--- src/rtl/dlfloat_dot_seq_if.sv ---
// Stream and result handshake bundle for the DLfloat16 dot-product sequencer.
//   start/len      command from the requester (len latched with start)
//   busy           sequencer is not idle
//   in_valid/in_ready/in_a/in_b    operand-pair stream
//   res_valid/res_ready/res_data   dot-product result
// master: requester / operand source / result consumer
// slave : the sequencer
interface dlfloat_dot_seq_if #(
   parameter int LEN_W = 8
);
   logic             start;
   logic [LEN_W-1:0] len;
   logic             busy;
   logic             in_valid;
   logic             in_ready;
   logic [15:0]      in_a;
   logic [15:0]      in_b;
   logic             res_valid;
   logic             res_ready;
   logic [15:0]      res_data;

   modport master (
      output start, len, in_valid, in_a, in_b, res_ready,
      input  busy, in_ready, res_valid, res_data
   );

   modport slave (
      input  start, len, in_valid, in_a, in_b, res_ready,
      output busy, in_ready, res_valid, res_data
   );
endinterface

--- src/rtl/dlfloat_dot_seq.sv ---
// Sequences a DLfloat16 MAC (1s/6e/9m, bias 31) through one dot product
// sum(a_i*b_i), i=0..len-1: clears the accumulator, streams operand pairs
// (zero bubbles when no pair is present), drains the MAC pipeline and
// returns the accumulator value on the result handshake.
// Ports:
//   clk, rst_n     clock and synchronous active-low reset
//   bus            dlfloat_dot_seq_if.slave (command, operand stream, result)
//   mac_clr_n      MAC reset; low clears its operands and accumulator
//   mac_a, mac_b   registered MAC operands
//   mac_c          MAC accumulator output
//
// state  | meaning
// IDLE   | waiting for start; MAC fed 0*0 bubbles, accumulator untouched
// CLEAR  | mac_clr_n held low for CLR_CYC cycles
// STREAM | accepting operand pairs, bubbles on idle cycles
// DRAIN  | zero operands for MAC_LAT cycles, then capture mac_c
// DONE   | result presented until res_valid & res_ready
module dlfloat_dot_seq #(
   parameter int LEN_W   = 8,
   parameter int MAC_LAT = 4,
   parameter int CLR_CYC = MAC_LAT + 1
) (
   input  logic                    clk,
   input  logic                    rst_n,
   dlfloat_dot_seq_if.slave        bus,
   output logic                    mac_clr_n,
   output logic [15:0]             mac_a,
   output logic [15:0]             mac_b,
   input  logic [15:0]             mac_c
);

   localparam int TMAX = (CLR_CYC > MAC_LAT) ? CLR_CYC : MAC_LAT;
   localparam int TW   = $clog2(TMAX) + 1;
   localparam logic [TW-1:0] CLR_LOAD = TW'(CLR_CYC - 1);
   localparam logic [TW-1:0] LAT_LOAD = TW'(MAC_LAT - 1);

   typedef enum logic [2:0] {
      IDLE   = 3'd0,
      CLEAR  = 3'd1,
      STREAM = 3'd2,
      DRAIN  = 3'd3,
      DONE   = 3'd4
   } state_t;

   state_t           state;
   logic [LEN_W-1:0] len_q;
   logic [LEN_W-1:0] cnt;
   logic [TW-1:0]    tmr;
   logic             in_ready_q;
   logic             res_valid_q;
   logic [15:0]      res_data_q;
   logic             busy_q;

   assign bus.in_ready  = in_ready_q;
   assign bus.res_valid = res_valid_q;
   assign bus.res_data  = res_data_q;
   assign bus.busy      = busy_q;

   always_ff @(posedge clk) begin
      if (!rst_n) begin
         state       <= IDLE;
         len_q       <= '0;
         cnt         <= '0;
         tmr         <= '0;
         mac_clr_n   <= 1'b0;
         mac_a       <= 16'h0000;
         mac_b       <= 16'h0000;
         in_ready_q  <= 1'b0;
         res_valid_q <= 1'b0;
         res_data_q  <= 16'h0000;
         busy_q      <= 1'b0;
      end else begin
         case (state)
            IDLE: begin
               mac_clr_n <= 1'b1;
               mac_a     <= 16'h0000;
               mac_b     <= 16'h0000;
               cnt       <= '0;
               if (bus.start) begin
                  busy_q <= 1'b1;
                  if (bus.len != '0) begin
                     len_q     <= bus.len;
                     tmr       <= CLR_LOAD;
                     mac_clr_n <= 1'b0;
                     state     <= CLEAR;
                  end else begin
                     // empty product: answer zero without touching the MAC
                     res_data_q  <= 16'h0000;
                     res_valid_q <= 1'b1;
                     state       <= DONE;
                  end
               end
            end

            CLEAR: begin
               mac_a <= 16'h0000;
               mac_b <= 16'h0000;
               if (tmr == '0) begin
                  mac_clr_n  <= 1'b1;
                  in_ready_q <= 1'b1;
                  state      <= STREAM;
               end else begin
                  tmr <= tmr - TW'(1);
               end
            end

            STREAM: begin
               if (bus.in_valid && in_ready_q) begin
                  mac_a <= bus.in_a;
                  mac_b <= bus.in_b;
                  cnt   <= cnt + LEN_W'(1);
                  if (cnt == len_q - LEN_W'(1)) begin
                     in_ready_q <= 1'b0;
                     tmr        <= LAT_LOAD;
                     state      <= DRAIN;
                  end
               end else begin
                  mac_a <= 16'h0000;
                  mac_b <= 16'h0000;
               end
            end

            DRAIN: begin
               mac_a <= 16'h0000;
               mac_b <= 16'h0000;
               if (tmr == '0) begin
                  res_data_q  <= mac_c;
                  res_valid_q <= 1'b1;
                  state       <= DONE;
               end else begin
                  tmr <= tmr - TW'(1);
               end
            end

            DONE: begin
               mac_a <= 16'h0000;
               mac_b <= 16'h0000;
               if (bus.res_ready) begin
                  res_valid_q <= 1'b0;
                  busy_q      <= 1'b0;
                  state       <= IDLE;
               end
            end

            default: begin
               state <= IDLE;
            end
         endcase
      end
   end

endmodule

--- src/flat_wrapper.sv ---
// flat-port wrapper written by rule: the top's interface ports become plain ports
module dlfloat_dot_seq_flat 
#(
   parameter int LEN_W   = 8,
   parameter int MAC_LAT = 4,
   parameter int CLR_CYC = MAC_LAT + 1
)
  (clk, rst_n, mac_clr_n, mac_a, mac_b, mac_c, bus_start, bus_len, bus_in_valid, bus_in_a, bus_in_b, bus_res_ready, bus_busy, bus_in_ready, bus_res_valid, bus_res_data);
  dlfloat_dot_seq_if #(.LEN_W(LEN_W)) bus_i ();
  input  logic clk;
  input  logic rst_n;
  output logic mac_clr_n;
  output logic [15:0] mac_a;
  output logic [15:0] mac_b;
  input  logic [15:0] mac_c;
  input wire logic [$bits(bus_i.start)-1:0] bus_start;
  input wire logic [$bits(bus_i.len)-1:0] bus_len;
  input wire logic [$bits(bus_i.in_valid)-1:0] bus_in_valid;
  input wire logic [$bits(bus_i.in_a)-1:0] bus_in_a;
  input wire logic [$bits(bus_i.in_b)-1:0] bus_in_b;
  input wire logic [$bits(bus_i.res_ready)-1:0] bus_res_ready;
  output wire logic [$bits(bus_i.busy)-1:0] bus_busy;
  output wire logic [$bits(bus_i.in_ready)-1:0] bus_in_ready;
  output wire logic [$bits(bus_i.res_valid)-1:0] bus_res_valid;
  output wire logic [$bits(bus_i.res_data)-1:0] bus_res_data;
  assign bus_i.start = bus_start;
  assign bus_i.len = bus_len;
  assign bus_i.in_valid = bus_in_valid;
  assign bus_i.in_a = bus_in_a;
  assign bus_i.in_b = bus_in_b;
  assign bus_i.res_ready = bus_res_ready;
  assign bus_busy = bus_i.busy;
  assign bus_in_ready = bus_i.in_ready;
  assign bus_res_valid = bus_i.res_valid;
  assign bus_res_data = bus_i.res_data;
  dlfloat_dot_seq #(.LEN_W(LEN_W), .MAC_LAT(MAC_LAT), .CLR_CYC(CLR_CYC)) u_core (.clk(clk), .rst_n(rst_n), .bus(bus_i), .mac_clr_n(mac_clr_n), .mac_a(mac_a), .mac_b(mac_b), .mac_c(mac_c));
endmodule
--- config.mk ---
export PLATFORM = sky130hd
export DESIGN_NAME = dlfloat_dot_seq_flat
export DESIGN_NICKNAME = d
export VERILOG_FILES = /design/src/rtl/dlfloat_dot_seq_if.sv /design/src/rtl/dlfloat_dot_seq.sv /design/src/flat_wrapper.sv
export SDC_FILE = /design/constraint.sdc
export NUM_CORES = 1
export LEC_CHECK = 0
export ABC_AREA = 1
export CORE_ASPECT_RATIO = 1.75
export CORE_MARGIN = 2
export CORE_UTILIZATION = 30
export CTS_BUF_LIST = sky130_fd_sc_hd__clkbuf_4
export DETAILED_ROUTE_END_ITERATION = 10
export HOLD_SLACK_MARGIN = 0.12
export PLACE_DENSITY = 0.58
export SLEW_MARGIN = 5
export SYNTH_ARGS = -nofsm -noshare
export SYNTH_HDL_FRONTEND = slang
export SYNTH_SLANG_ARGS = --single-unit
--- constraint.sdc ---
create_clock -name clk -period 3.7 [get_ports clk]
set_input_delay 0.555 -clock clk [delete_from_list [all_inputs] [get_ports clk]]
set_output_delay 0.555 -clock clk [all_outputs]
set_load 0.02 [all_outputs]
Word level (Yosys, flattened, before mapping)
Cells that the tools add are included.

storage, ports and cells
  ROM bits = 0
  word-level logic and storage cells = 88
  memories = 0
  input bits = 61
  bits in latches = 0
  register bits = 75
  RAM bits = 0

cells by class
  bitwise gates (word level) = 0
  div/mod/pow operators = 0
  eq/ne operators = 14
  order comparisons = 0
  $mul = 0
  muxes and demuxes = 37
  add/sub/neg operators = 3
  reductions and logical operators = 23
  shift operators = 0

operators by type and width
  operator                                              count
  one-hot mux 16 bit (2 select lines)                   3
  2-to-1 mux 16 bit                                     5
  2-to-1 mux 3 bit                                      7
  2-to-1 mux 4 bit                                      5
  one-hot mux 8 bit (2 select lines)                    1
  one-hot mux 3 bit (5 select lines)                    1
  one-hot mux 4 bit (3 select lines)                    1
  AND reduction 6 bit                                   2
  nonzero test 2 bit                                    6
  != test 2 x 1 -> 1 bit (second input constant)        5
  2-to-1 mux 1 bit                                      9
  adder 8 x 1 -> 8 bit (second input constant)          1
  equality test 8 bit                                   1
  2-to-1 mux 8 bit                                      1
  != test 2 bit (second input constant)                 4
  AND reduction 4 bit                                   2
  nonzero test 8 bit                                    1
  subtractor 8 x 1 -> 8 bit (second input constant)     1
  equality test 3 x 2 -> 1 bit (second input constant)  2
  one-hot mux 1 bit (2 select lines)                    3
  AND reduction 3 bit                                   2
  nonzero test 3 bit                                    2
  AND reduction 5 bit                                   1
  logical NOT 4 bit                                     1
  other kinds (9)                                       10

Longest topological paths before layout
Gate-level depths: netlist of run 1.

  word-level depth = 5
  depth in mapped cells = 14
  depth with buffers taken out = 14

Worst setup path after synthesis of run 1
OpenSTA, ideal clock, no wires.

  kind = input -> register
  start = in bus_len[3]
  end = reg u_core.res_data_q[0], in the netlist u_core.bus.res_data[0]
  slack = 2076 ps
  library setup time = 70 ps
  stages = 8
  data arrival time = 1554 ps
  path through = nor2_1 -> nand2_1 -> nor2_1 -> nor2_1 -> nor3_4 -> buf_4 -> nand2_1 -> a21oi_2

between the ends
  longest elaborated chain between the ends = 3

RTL lines
  element                        RTL line                source
  from (decl)                    flat_wrapper.sv:17      input wire logic [$bits(bus_i.len)-1:0] bus_len;
  nonzero test 8 bit             dlfloat_dot_seq.sv:81   if (bus.len != '0) begin
  != test 2 bit (no line)        -
  AND reduction 4 bit (no line)  -
  to (signal assigned)           dlfloat_dot_seq.sv:127  res_data_q <= mac_c;
  to (decl)                      dlfloat_dot_seq.sv:51   logic [15:0] res_data_q;

Every way passes these cells.
A chain may end at the register's enable or synchronous reset.

Worst setup path after layout of run 1
  start = in bus_in_valid
  end = reg u_core.cnt[0]

between the ends
  longest elaborated chain between the ends = 3

RTL lines
  element                           RTL line                source
  from (decl)                       flat_wrapper.sv:18      input wire logic [$bits(bus_i.in_valid)-1:0] bus_in_valid;
  logical AND 1 bit                 dlfloat_dot_seq.sv:108  if (bus.in_valid && in_ready_q) begin
  != test 2 x 1 -> 1 bit (no line)  -
  AND reduction 2 bit (no line)     -
  to (signal assigned)              dlfloat_dot_seq.sv:111  cnt <= cnt + LEN_W'(1);
  to (decl)                         dlfloat_dot_seq.sv:47   logic [LEN_W-1:0] cnt;

Every way passes these cells.

==> results.py, run 1 <==
metrics = {
    "status": {
        "status": "finished clean",
    },
    "setup_path": {
        "path_class": "in -> reg",
        "critPathArrivalTime_ps": 2360,
        "worstPathMaxFanout": 34,
        "crit_path_start_kind": "primary input",
        "cp.required_ps": 4020,
        "setup.worst_path.end_class": "flip-flop",
    },
    "pwr": {
        "swShare_pct": 43.7,
        "p_int_mw": 1.40,
        "pwr-share-seq_pct": 38.8,
        "power_frac_clock_pct": 19.4,
        "power.switching_mw": 1.08,
        "combPwrFrac_pct": 41.8,
        "power.leakage_nw": 1.67,
        "vdd_drop_max_v": 0.000339,
        "total_power_mw": 2.48,
        "powerDensity_nw_per_um2": 531,
    },
    "timing": {
        "hold_ws_ps": 469,
        "max_freq_ghz": 0.492,
        "tightest_slew_ps": 906,
        "setup_viol": 0,
        "fin_crit_ps": 2030,
        "rsz0062_at_grt": "no",
        "finalCritPeriodShare_pct": 55.0,
        "maxSlewHeadroom_pct": 39.2,
        "slew_violations": 0,
        "setup_ws_ps": 1670,
        "fin_skew_ps": 24.3,
        "fin_tns_setup_ps": 0,
        "finalHoldViolCount": 0,
    },
    "synth": {
        "syn_avg_cell_area_um2": 7.44,
        "syn_inst": 447,
        "ys_async_sr_fraction_pct": 0,
        "syn_nets": 511,
        "synth_edf_count": 0,
        "syn_area_um2": 3330,
        "yosysSeqAreaShare_pct": 45.1,
        "synth_top_flop_cell": "dfxtp_1",
        "ys_seq_elements": 75,
        "yosysUniqueCellTypes": 34,
        "ys_warn_count": 0,
    },
    "clock_network": {
        "cts_tree": "built",
        "cts-root-buf": "clkbuf_4",
        "clock_latency_ps": 450,
        "cts_htree_levels": 3,
        "holdBufCountCts": 0,
        "cts_buffer_depth": 2,
        "numCtsBuffers": 9,
        "path_clk_slew_ps": 130,
        "ctsResizeCount": 0,
        "cts_sinks": 75,
        "post-cts-setup-buffers": 0,
    },
    "detailed_routing": {
        "drt_first_pass_iters": 4,
        "drc_errors": 0,
        "routed_wl_um": 9640,
        "dr_total_vias": 3275,
        "via_per_inst": 4.74,
        "dr.first_iter.drc_count": 99,
        "ant_nets": 0,
        "drt-wirelength-per-cell_um": 14.0,
    },
    "floorplan": {
        "coreArea_um2": 10800,
        "initial_core_util_pct": 30.9,
        "die_w_um": 83.6,
        "pin_count": 113,
        "dieArea_um2": 12000,
        "die_y_um": 143,
        "num_rows": 50,
    },
    "place": {
        "gp_congestion": 0.858,
        "dpl_cell_area_um2": 4540,
        "port_buffers": 112,
        "place_hpwl_um": 7130,
        "dp_slack_ps": 1160,
    },
    "finish": {
        "syn2layout_area_growth_pct": 40.4,
        "fillCellCount": 1122,
        "final_area_um2": 4670,
        "multi_input_area_um2": 1590,
        "seq_area_um2": 1500,
        "nets": 619,
        "drive_above_1_share_pct": 10.7,
    },
    "global_route": {
        "gr-usage-all-layers_pct": 15.9,
        "antenna_found_initial": 1,
        "grt_pass1_wl_um": 15200,
        "grt_pass1_vias": 3211,
        "grt.overflow.total": 0,
        "grt_max_degree": 35,
    },
    "job": {
        "max_cap_viol_count": 0,
    },
    "min_path": {
        "hold_path.class": "reg -> reg",
    },
}
==> final cells by class <==
class / instances / area share (%)
diodes: 1 / 0.0536
clock buffers: 9 / 1.45
clock inverters: 7 / 1.31
inverters: 34 / 2.73
multi-input cells: 318 / 34.0
flip-flops and latches: 75 / 32.1
well taps: 130 / 3.48
repair buffers: 117 / 24.8
==> placed cells by master, fill, tap and decap left out, types with 2 or more instances in the layout <==
cell,n
nor2_2,5
nand2_2,11
a21oi_1,61
xor2_1,3
clkdlybuf4s50_1,112
o21ai_4,2
dfxtp_1,75
o21ai_0,15
nor2_1,33
nand2_1,112
clkinv_4,2
inv_1,27
nor3_4,2
ha_1,3
clkbuf_4,9
inv_2,6
nand2_4,2
nand4_1,4
buf_4,5
clkinvlp_4,2
a21oi_2,8
inv_6,2
xnor2_1,2
nor3_1,3
nand3_1,43
==> Yosys cell counts, drive strengths merged (3+ instances only) <==
master | instances | share of area, %
clkbuf | 13 | 1.5
nand4 | 4 | 0.75
inv | 33 | 3.7
nor2 | 38 | 4.7
o21ai | 17 | 3.2
xor2 | 3 | 0.79
dfxtp | 75 | 45
a21oi | 69 | 11
ha | 3 | 1.1
buf | 7 | 1.8
nor3 | 6 | 1.7
nand2 | 125 | 15
nand3 | 44 | 6.8
==> power groups by stage <==
stage                     Sequential (mW)  Clock (mW)  Combinational [mW]
after floorplan                     0.986           0               0.764
after global placement              0.981           0                1.03
after detailed placement            0.980           0                1.04
after CTS                           0.964       0.500                1.05
after global routing                0.976       0.531                1.16
final                               0.963       0.482                1.04
==> worst paths after layout <==
path	startpoint	to	slack (ps)	depth (start not counted)
setup / recovery	bus_in_valid	u_core.cnt[0]	1670	7
hold / removal	u_core.tmr[2]	u_core.tmr[2]	470	2
setup reg to reg	u_core.state[2]	u_core.cnt[0]	1670	5
hold reg to reg	u_core.tmr[2]	u_core.tmr[2]	470	2
==> worst max-delay path: stages <==
cell,delay (ps)
clkdlybuf4s50_1,400
nand2_1,60
inv_1,60
nand2_2,90
clkinv_1,710
o21ai_0,420
a21oi_1,70
==> state kept, by name, summed over array words and instances (netlist names) <==
signal                count
u_core.bus.busy           1
u_core.bus.in_ready       1
u_core.bus.res_data      16
u_core.bus.res_valid      1
u_core.cnt                8
u_core.len_q              8
u_core.mac_a             16
u_core.mac_b             16
u_core.mac_clr_n          1
u_core.state              3
u_core.tmr                4
==> layer usage <==
metal / wire length, um / global-route usage [%]
met2: 5200 / 29.1
met4: 327 / 8.66
met5: 0 / 0
met3: 438 / 4.14
met1: 3680 / 16.3
==> logic make-up after synthesis <==
logic type	after synthesis	share of synthesized area, %
xor gates and xnor gates	5	1.32
AOI/OAI and AO/OA	89	15.2
and+or+nand+nor	221	30.1
buffers and inverters	54	7.07
DFF	75	45.1
adders and majority gates	3	1.13
==> per-stage QoR <==
stage	utilization [%]	instances
final	43.4	691
after global routing	43.4	691
after CTS	43.4	690
after detailed placement	42.2	674
after global placement	42.2	674
after floorplan	-	447
(Power assumes the default switching activity.)
==> run 2, diff against run 1 <==
Clock period 3.7 ns to 1.94 ns, I/O delays scaled along.
==> run 2 against run 1 <==
Effect of this change: clock skew fell by 4.2 ps; largest cell class unchanged; first-iteration DRC count is 81% higher; routed wire length grew 2.3%; non-clock buffer count grew 8; register-to-register slack got worse by 1500 ps; sequential power increased by 93%; combinational power grew 110%; largest power group unchanged.
==> results.py, run 2 (synthesized netlist as in run 1, its figures left out) <==
metrics = {
    "status": {
        "status": "finished clean",
    },
    "global_route": {
        "grt_pass1_wl_um": 15900,
        "antenna_found_initial": 1,
        "grt_pass1_vias": 3303,
        "gr-usage-all-layers_pct": 16.6,
        "grt.overflow.total": 0,
        "grt_max_degree": 33,
    },
    "finish": {
        "fillCellCount": 1090,
        "final_area_um2": 4880,
        "mostFrequentLayoutCell": "clkdlybuf4s50_1",
        "multi_input_area_um2": 1620,
        "drive_above_1_share_pct": 12.9,
        "seq_area_um2": 1500,
        "nets": 627,
        "mostFrequentLayoutCells": "112 x clkdlybuf4s50_1, 111 x nand2_1, 75 x dfxtp_1",
        "syn2layout_area_growth_pct": 46.6,
    },
    "pwr": {
        "vdd_drop_max_v": 0.000564,
        "powerDensity_nw_per_um2": 1070,
        "power.leakage_nw": 1.76,
    },
    "setup_path": {
        "cp.required_ps": 2260,
        "setup.worst_path.end_class": "flip-flop",
        "critPathArrivalTime_ps": 2080,
        "regToRegSetupSlack_ps": 180,
        "critPathLaunch": "u_core.len_q[1]",
        "crit_path_start_kind": "flip-flop",
        "reg2reg_depth": 13,
        "worstSetupEndpoint": "u_core.tmr[2]",
        "worstPathMaxFanout": 5,
        "path_class": "reg -> reg",
        "r2r-start": "u_core.len_q[1]",
        "timing.rr.end": "u_core.tmr[2]",
    },
    "place": {
        "gp_congestion": 0.867,
        "port_buffers": 112,
        "dpl_cell_area_um2": 4660,
        "dp_slack_ps": -9.14,
        "place_hpwl_um": 7340,
    },
    "floorplan": {
        "die_y_um": 143,
        "die_w_um": 83.6,
        "coreArea_um2": 10800,
        "pin_count": 113,
        "num_rows": 50,
        "initial_core_util_pct": 30.9,
        "dieArea_um2": 12000,
    },
    "clock_network": {
        "cts_tree": "built",
        "cts_htree_levels": 3,
        "cts_buffer_depth": 2,
        "cts_sinks": 75,
        "path_clk_slew_ps": 140,
        "cts-root-buf": "clkbuf_4",
        "numCtsBuffers": 9,
        "clock_latency_ps": 430,
        "post-cts-setup-buffers": 0,
    },
    "min_path": {
        "hold_path.class": "in -> reg",
    },
    "detailed_routing": {
        "routed_wl_um": 9860,
        "drt-wirelength-per-cell_um": 14.1,
        "dr.first_iter.drc_count": 179,
        "dr_total_vias": 3335,
        "drt_first_pass_iters": 4,
        "via_per_inst": 4.77,
        "drc_errors": 0,
        "ant_nets": 0,
    },
    "timing": {
        "maxSlewHeadroom_pct": 60.9,
        "max_freq_ghz": 0.569,
        "setup_ws_ps": 181,
        "hold_ws_ps": 407,
        "finalCritPeriodShare_pct": 90.7,
        "fin_crit_ps": 1760,
        "tightest_slew_ps": 584,
        "finalHoldViolCount": 0,
        "slew_violations": 0,
        "setup_viol": 0,
        "fin_skew_ps": 20.0,
    },
    "job": {
        "max_cap_viol_count": 0,
    },
}
-- run 2: how the worst min path moves through the flow --
stage / from / endpoint / cells after the start
finish: bus_in_b[7] / u_core.mac_b[7] / 3
detailed placement: u_core.bus.res_data[9] / u_core.bus.res_data[9] / 2
global placement: u_core.bus.res_data[14] / u_core.bus.res_data[14] / 2
global route: bus_in_a[2] / u_core.mac_a[2] / 3
CTS: bus_in_a[0] / u_core.mac_a[0] / 3
floorplan: bus_len[7] / u_core.len_q[7] / 2
-- run 2: layout make-up --
type	instances	share of cell area, %
antenna	1	0.0513
clock buffer	9	1.39
clock inverter	7	2.39
inverter	34	2.62
multi-input combinational	318	33.2
sequential	75	30.8
tap	130	3.34
timing repair buffer	125	26.3
-- run 2: report_power, final --
group | total [mW] | switching, mW | internal (mW)
Clock | 1.23 | 0.577 | 0.649
Sequential | 1.86 | 0.155 | 1.70
Combinational | 2.15 | 1.36 | 0.789
-- run 2: metal layers --
| layer | vias to the layer above | track usage [%] | part of all wire, % |
|---|---|---|---|
| met5 | - | 0 | 0 |
| met4 | 0 | 8.57 | 2.7 |
| met3 | 21 | 4.60 | 4.9 |
| met2 | 93 | 30.6 | 55 |
| met1 | 1521 | 17.0 | 38 |
| li1 | 1700 | - | - |
-- run 2: stage by stage --
step,utilization [%],power (mW),cells,setup TNS [ps]
6_report,45.3,5.23,699,0
5_1_grt,45.3,5.62,699,-0.00977
4_1_cts,45.0,5.24,698,0
3_5_place_dp,43.3,3.99,682,-15.4
3_3_place_gp,43.3,3.96,682,0
2_1_floorplan,-,3.34,447,0
-- run 2: what timing repair did --
action / 4_1_cts / 5_1_grt
hold buffers: 0 / 0
endpoints found under the setup margin: 0 / 8
resized for setup: 0 / 7
-- run 2: worst max-delay path, stage by stage (launching register included) --
cell	delay (ps)
dfxtp_1	340
inv_1	130
ha_4	170
nand2_1	110
nor2_2	130
nand3_1	90
nand2_1	60
nand2_1	60
nor2_1	110
nand3_1	90
nand2_2	110
nand2_1	100
nand2_1	80
a21oi_1	60
==> RTL edit 1, RTL diff (config.mk and constraints of run 1) <==
`LEN_W` is set to 8 in 3 places; all go to 16.
--- a/src/rtl/dlfloat_dot_seq_if.sv
+++ b/src/rtl/dlfloat_dot_seq_if.sv
@@ -6,7 +6,7 @@
 // master: requester / operand source / result consumer
 // slave : the sequencer
 interface dlfloat_dot_seq_if #(
-   parameter int LEN_W = 8
+   parameter int LEN_W = 16
 );
    logic             start;
    logic [LEN_W-1:0] len;
--- a/src/rtl/dlfloat_dot_seq.sv
+++ b/src/rtl/dlfloat_dot_seq.sv
@@ -16,7 +16,7 @@
 // DRAIN  | zero operands for MAC_LAT cycles, then capture mac_c
 // DONE   | result presented until res_valid & res_ready
 module dlfloat_dot_seq #(
-   parameter int LEN_W   = 8,
+   parameter int LEN_W   = 16,
    parameter int MAC_LAT = 4,
    parameter int CLR_CYC = MAC_LAT + 1
 ) (
--- a/src/flat_wrapper.sv
+++ b/src/flat_wrapper.sv
@@ -1,7 +1,7 @@
 // flat-port wrapper written by rule: the top's interface ports become plain ports
 module dlfloat_dot_seq_flat 
 #(
-   parameter int LEN_W   = 8,
+   parameter int LEN_W   = 16,
    parameter int MAC_LAT = 4,
    parameter int CLR_CYC = MAC_LAT + 1
 )
Ports: changed (resized bus_len); port bits go from 113 to 121. The function was not compared with the original's and may differ.
==> RTL edit 1 against run 1 <==
Global-route usage grew 0.87 points. Core utilization shrank 2.2 points. Routed wire length grew 32%. Synthesized area grew 31%. Critical path depth grew 8. Cell area grew 26%. Setup slack lost 0.28 ns. Combinational power grew 52%. Sequential cell count grew 16. Clock skew shrank 0.0042 ns. Die area grew 30%. Power grew 39%. Critical endpoint is now u_core.tmr[2]$_SDFFE_PN0P_. Largest cell class unchanged. Highest routed layer unchanged.
==> RTL edit 1: results (changes against run 1) <==
result of the run=complete, no violations; post-synthesis xor/xnor area fraction=0.0321 (+0.0189); Cell variety after synth=39 (+15%); antenna violations before repair=1 (unchanged); Worst Path Arrival=2.62 ns (+0.26 ns); Post-Syn Nets=692 (+35%); Final nets=805 (+30%); Pleak=0.00224 µW (+35%); DRT Pass-1 Iters=4 (unchanged); Worst path top cell family by delay=simple AND/OR/NAND/NOR gates; Internal Power=1920 µW (+37%); routed vias=4,444 (+36%); met2 usage=0.295 (+0.00451); GR Util met1=0.180 (+0.0170); Clock Path Buffers=2 (unchanged); clk pwr=624 µW (+29%); routing usage on met3=0.0374 (-0.00399); largest family of logic cells by synthesized area=simple AND/OR/NAND/NOR gates; GPL Wtd Cong=0.858 (about the same); Critical Path Max Stage Delay=0.38 ns (-0.33 ns); placed cells=902 (+34%); sequential fraction of the synthesis area=0.417 (-0.0345); worst vdd ir=293 µV (-14%); synth warn=0 (unchanged); vias in the first global route=4,463 (+39%); Async SR Flop Fraction=0 (unchanged); Mapped Cells=620 (+39%); GR peak layer=met2; CP max FO=6 (-82%); critical path's slowest cell=dfxtp_1; Setup Fix Bufs, Post-CTS=0 (unchanged); clk_skew=0.0201 ns (-0.00422 ns); IO Port Bufs=120 (+7.1%); Synth top cells by count=151 x nand2_1, 91 x dfxtp_1, 77 x a21oi_1; Least-Margin Pin Slew=1.07 ns (+0.163 ns); Via density=4.84 (+2.0%); root buffer cell=clkbuf_4; dpl hpwl=9540 µm (+34%); CTS clock-pin slew for the worst setup and hold paths=0.15 ns (+0.02 ns); Adder-Cell Fraction of Synth Area=0.00859 (-0.00269); Compound-Gate Fraction of Synth Area=0.137 (-0.0158); share of cells above drive strength 1=0.0596 (-0.0475); sw power=1520 µW (+40%); CTS Buf Count=9 (unchanged); synth top area cells=dfxtp_1 42%, nand2_1 13%, a21oi_1 8.8%; Detailed Route WL=12,800 µm (+32%); post-synthesis mux area share=0 (unchanged); pin count of the biggest net entering global routing=57 (+63%); Synth Flop Type=dfxtp_1; # fillers=1,469 (+31%); Power Combinational=1580 µW (+52%); number of DRC markers in iteration 0=209 (+110%); dpl ws=0.921 ns (-0.242 ns); total track usage=0.167 (+0.00867); dpl cell area=5730 µm² (+26%); global-route wire length before repair=20,700 µm (+36%)
==> RTL edit 1: layer usage <==
metal / share of wire / up-vias
met2: 0.53 / 116
li1: - / 2246
met1: 0.39 / 2043
met5: 0 / -
met3: 0.046 / 39
met4: 0.042 / 0
==> RTL edit 1: cell type report <==
class                           instances  area [µm²]  area share
Multi-Input combinational cell        448        2220       0.377
Clock buffer                            9        67.6      0.0115
Antenna cell                            1        2.50    0.000425
Timing Repair Buffer                  124        1230       0.209
Sequential cell                        91        1820       0.309
Tap cell                              180         225      0.0382
Clock inverter                          7        91.3      0.0155
Inverter                               59         226      0.0385
==> RTL edit 1: cell families after synthesis <==
logic type,Yosys count
simple gates,315
xor+xnor,16
buf+inv,81
flops,91
fa+ha+maj,3
compound gates,114
==> RTL edit 1: worst paths after layout <==
path	startpoint	to	slack (ns)	cells after the start
max	u_core.len_q[0]$_SDFFE_PN0P_	u_core.tmr[2]$_SDFFE_PN0P_	1.39	15
min	u_core.bus.res_data[2]$_SDFFE_PN0P_	u_core.bus.res_data[2]$_SDFFE_PN0P_	0.47	2
max reg2reg	u_core.len_q[0]$_SDFFE_PN0P_	u_core.tmr[2]$_SDFFE_PN0P_	1.39	15
min reg2reg	u_core.bus.res_data[2]$_SDFFE_PN0P_	u_core.bus.res_data[2]$_SDFFE_PN0P_	0.47	2
==> RTL edit 1: worst register-to-register path, stage by stage, from the launching register on <==
cell	delay, ns
dfxtp_1	0.38
inv_1	0.19
ha_1	0.22
nand2_1	0.13
nor2_1	0.32
nand3_1	0.11
nand2_1	0.09
nand2_1	0.05
inv_1	0.05
nand2_1	0.05
nor2_1	0.12
nand2_1	0.09
nand2_2	0.14
nand2_2	0.11
nand2_1	0.08
a21oi_1	0.05
==> RTL edit 2, RTL diff (config.mk and constraints of run 1) <==
Made on the original files. Re-encode `state_t` (5 states) as Gray code, 3 bits wide.
--- a/src/rtl/dlfloat_dot_seq.sv
+++ b/src/rtl/dlfloat_dot_seq.sv
@@ -35,11 +35,11 @@
    localparam logic [TW-1:0] LAT_LOAD = TW'(MAC_LAT - 1);
 
    typedef enum logic [2:0] {
-      IDLE   = 3'd0,
-      CLEAR  = 3'd1,
-      STREAM = 3'd2,
-      DRAIN  = 3'd3,
-      DONE   = 3'd4
+      IDLE   = 3'b000,
+      CLEAR  = 3'b001,
+      STREAM = 3'b011,
+      DRAIN  = 3'b010,
+      DONE   = 3'b110
    } state_t;
 
    state_t           state;
Behaviour: no difference found for any inputs over 10 cycles, from zero or initial values and one cycle with rst_n low; not proved beyond that.
==> RTL edit 2 against run 1 <==
Routed wire length rose by 1.1%. Setup slack worse by 0.081 ns. Power grew 11%. Cell area rose by 0.91%. Sequential cell count unchanged. Synthesized area shrank 0.71%. Global-route usage rose by 0.63 points. Sequential share of layout area fell by 0.29 points.
==> RTL edit 2: results (changes against run 1) <==
result of the run=complete, no violations; Setup-failing EPs final=0 (unchanged); WHS Endpoint=u_core.bus.res_data[10]$_SDFFE_PN0P_; Reg-to-Reg Start=u_core.len_q[0]$_SDFFE_PN0P_; Compound-Gate Fraction of Synth Area=0.135 (-0.0175); synth top area cells=dfxtp_1 45%, nand2_1 14%, a21oi_1 11%; Critical Path Max Stage Delay=0.73 ns (+0.02 ns); reg2reg end=u_core.tmr[3]$_SDFFE_PN0P_; R2R depth=13 (+8); Final nets=630 (+1.8%); sequential fraction of the synthesis area=0.455 (+0.00325); Post-Syn Nets=523 (+2.3%); pin count of the biggest net entering global routing=39 (+11%); post-synthesis xor/xnor area fraction=0.0159 (+0.00275); GPL Wtd Cong=0.845 (-1.5%); Via density=4.78 (+0.87%); global-route wire length before repair=15,900 µm (+4.5%); clock insertion delay at the later pin of the skew report=0.42 ns (-0.03 ns); routed len/inst=13.9 µm (-0.64%); Pleak=0.00168 µW (+0.76%); Worst Path Arrival=2.42 ns (+0.06 ns); H-Tree Depth=3 (unchanged); total track usage=0.165 (+0.00631); dpl hpwl=7210 µm (+1.2%); clk_skew=0.0121 ns (-0.0121 ns); share of cells above drive strength 1=0.0718 (-0.0353); Least-Margin Pin Slew=0.934 ns (+0.0281 ns); Clock Path Buffers=2 (unchanged); Synth top cells by count=127 x nand2_1, 75 x dfxtp_1, 70 x a21oi_1; hold wc startpoint=u_core.bus.res_data[10]$_SDFFE_PN0P_; worst vdd ir=310 µV (-8.6%); R2R Setup Slk=1.65 ns (-0.02 ns); Cell variety after synth=30 (-12%)
RTL edit 2: worst max-delay path: cells and delay by family:
family	cells	cell delay, ns
buf+inv	3	1.19
compound gates	2	0.50
simple gates	2	0.17
RTL edit 2: stage by stage:
stage | instance area [µm²] | cells | worst slack [ns] | hold slack (ns) | total power (µW)
2_1_floorplan | 3300 | 459 | 2.01 | 0.448 | 1790
3_3_place_gp | 4520 | 685 | 1.10 | 0.452 | 2100
3_5_place_dp | 4520 | 685 | 1.06 | 0.458 | 2120
4_1_cts | 4710 | 701 | 1.53 | 0.478 | 2770
5_1_grt | 4710 | 702 | 1.36 | 0.500 | 2950
6_report | 4710 | 703 | 1.58 | 0.472 | 2740
RTL edit 2: cells by family after synthesis:
family / after synthesis
simple gates: 233
compound gates: 86
flops: 75
buf+inv: 56
xor+xnor: 6
fa+ha+maj: 3
RTL edit 2: area by class of cell:
class	instances	area, µm²	share of cell area
diodes	2	5.00	0.00106
clock buffers	10	75.1	0.0159
clock inverters	6	114	0.0242
inverters	36	135	0.0287
multi-input cells	328	1570	0.333
flip-flops and latches	75	1500	0.318
well taps	130	163	0.0345
repair buffers	116	1150	0.244
RTL edit 2: power breakdown:
part / switching (µW) / internal [µW] / leakage [µW]
clock: 296 / 351 / 0.0000928
combinational: 701 / 409 / 0.000978
sequential: 80.7 / 906 / 0.000608
total: 1080 / 1670 / 0.00168
RTL edit 2: layer usage:
metal | up-vias | part of all wire | GRT usage
met5 | - | 0 | 0
met4 | 0 | 0.039 | 0.0949
met3 | 24 | 0.040 | 0.0428
met2 | 76 | 0.56 | 0.309
met1 | 1545 | 0.36 | 0.162
li1 | 1716 | - | -
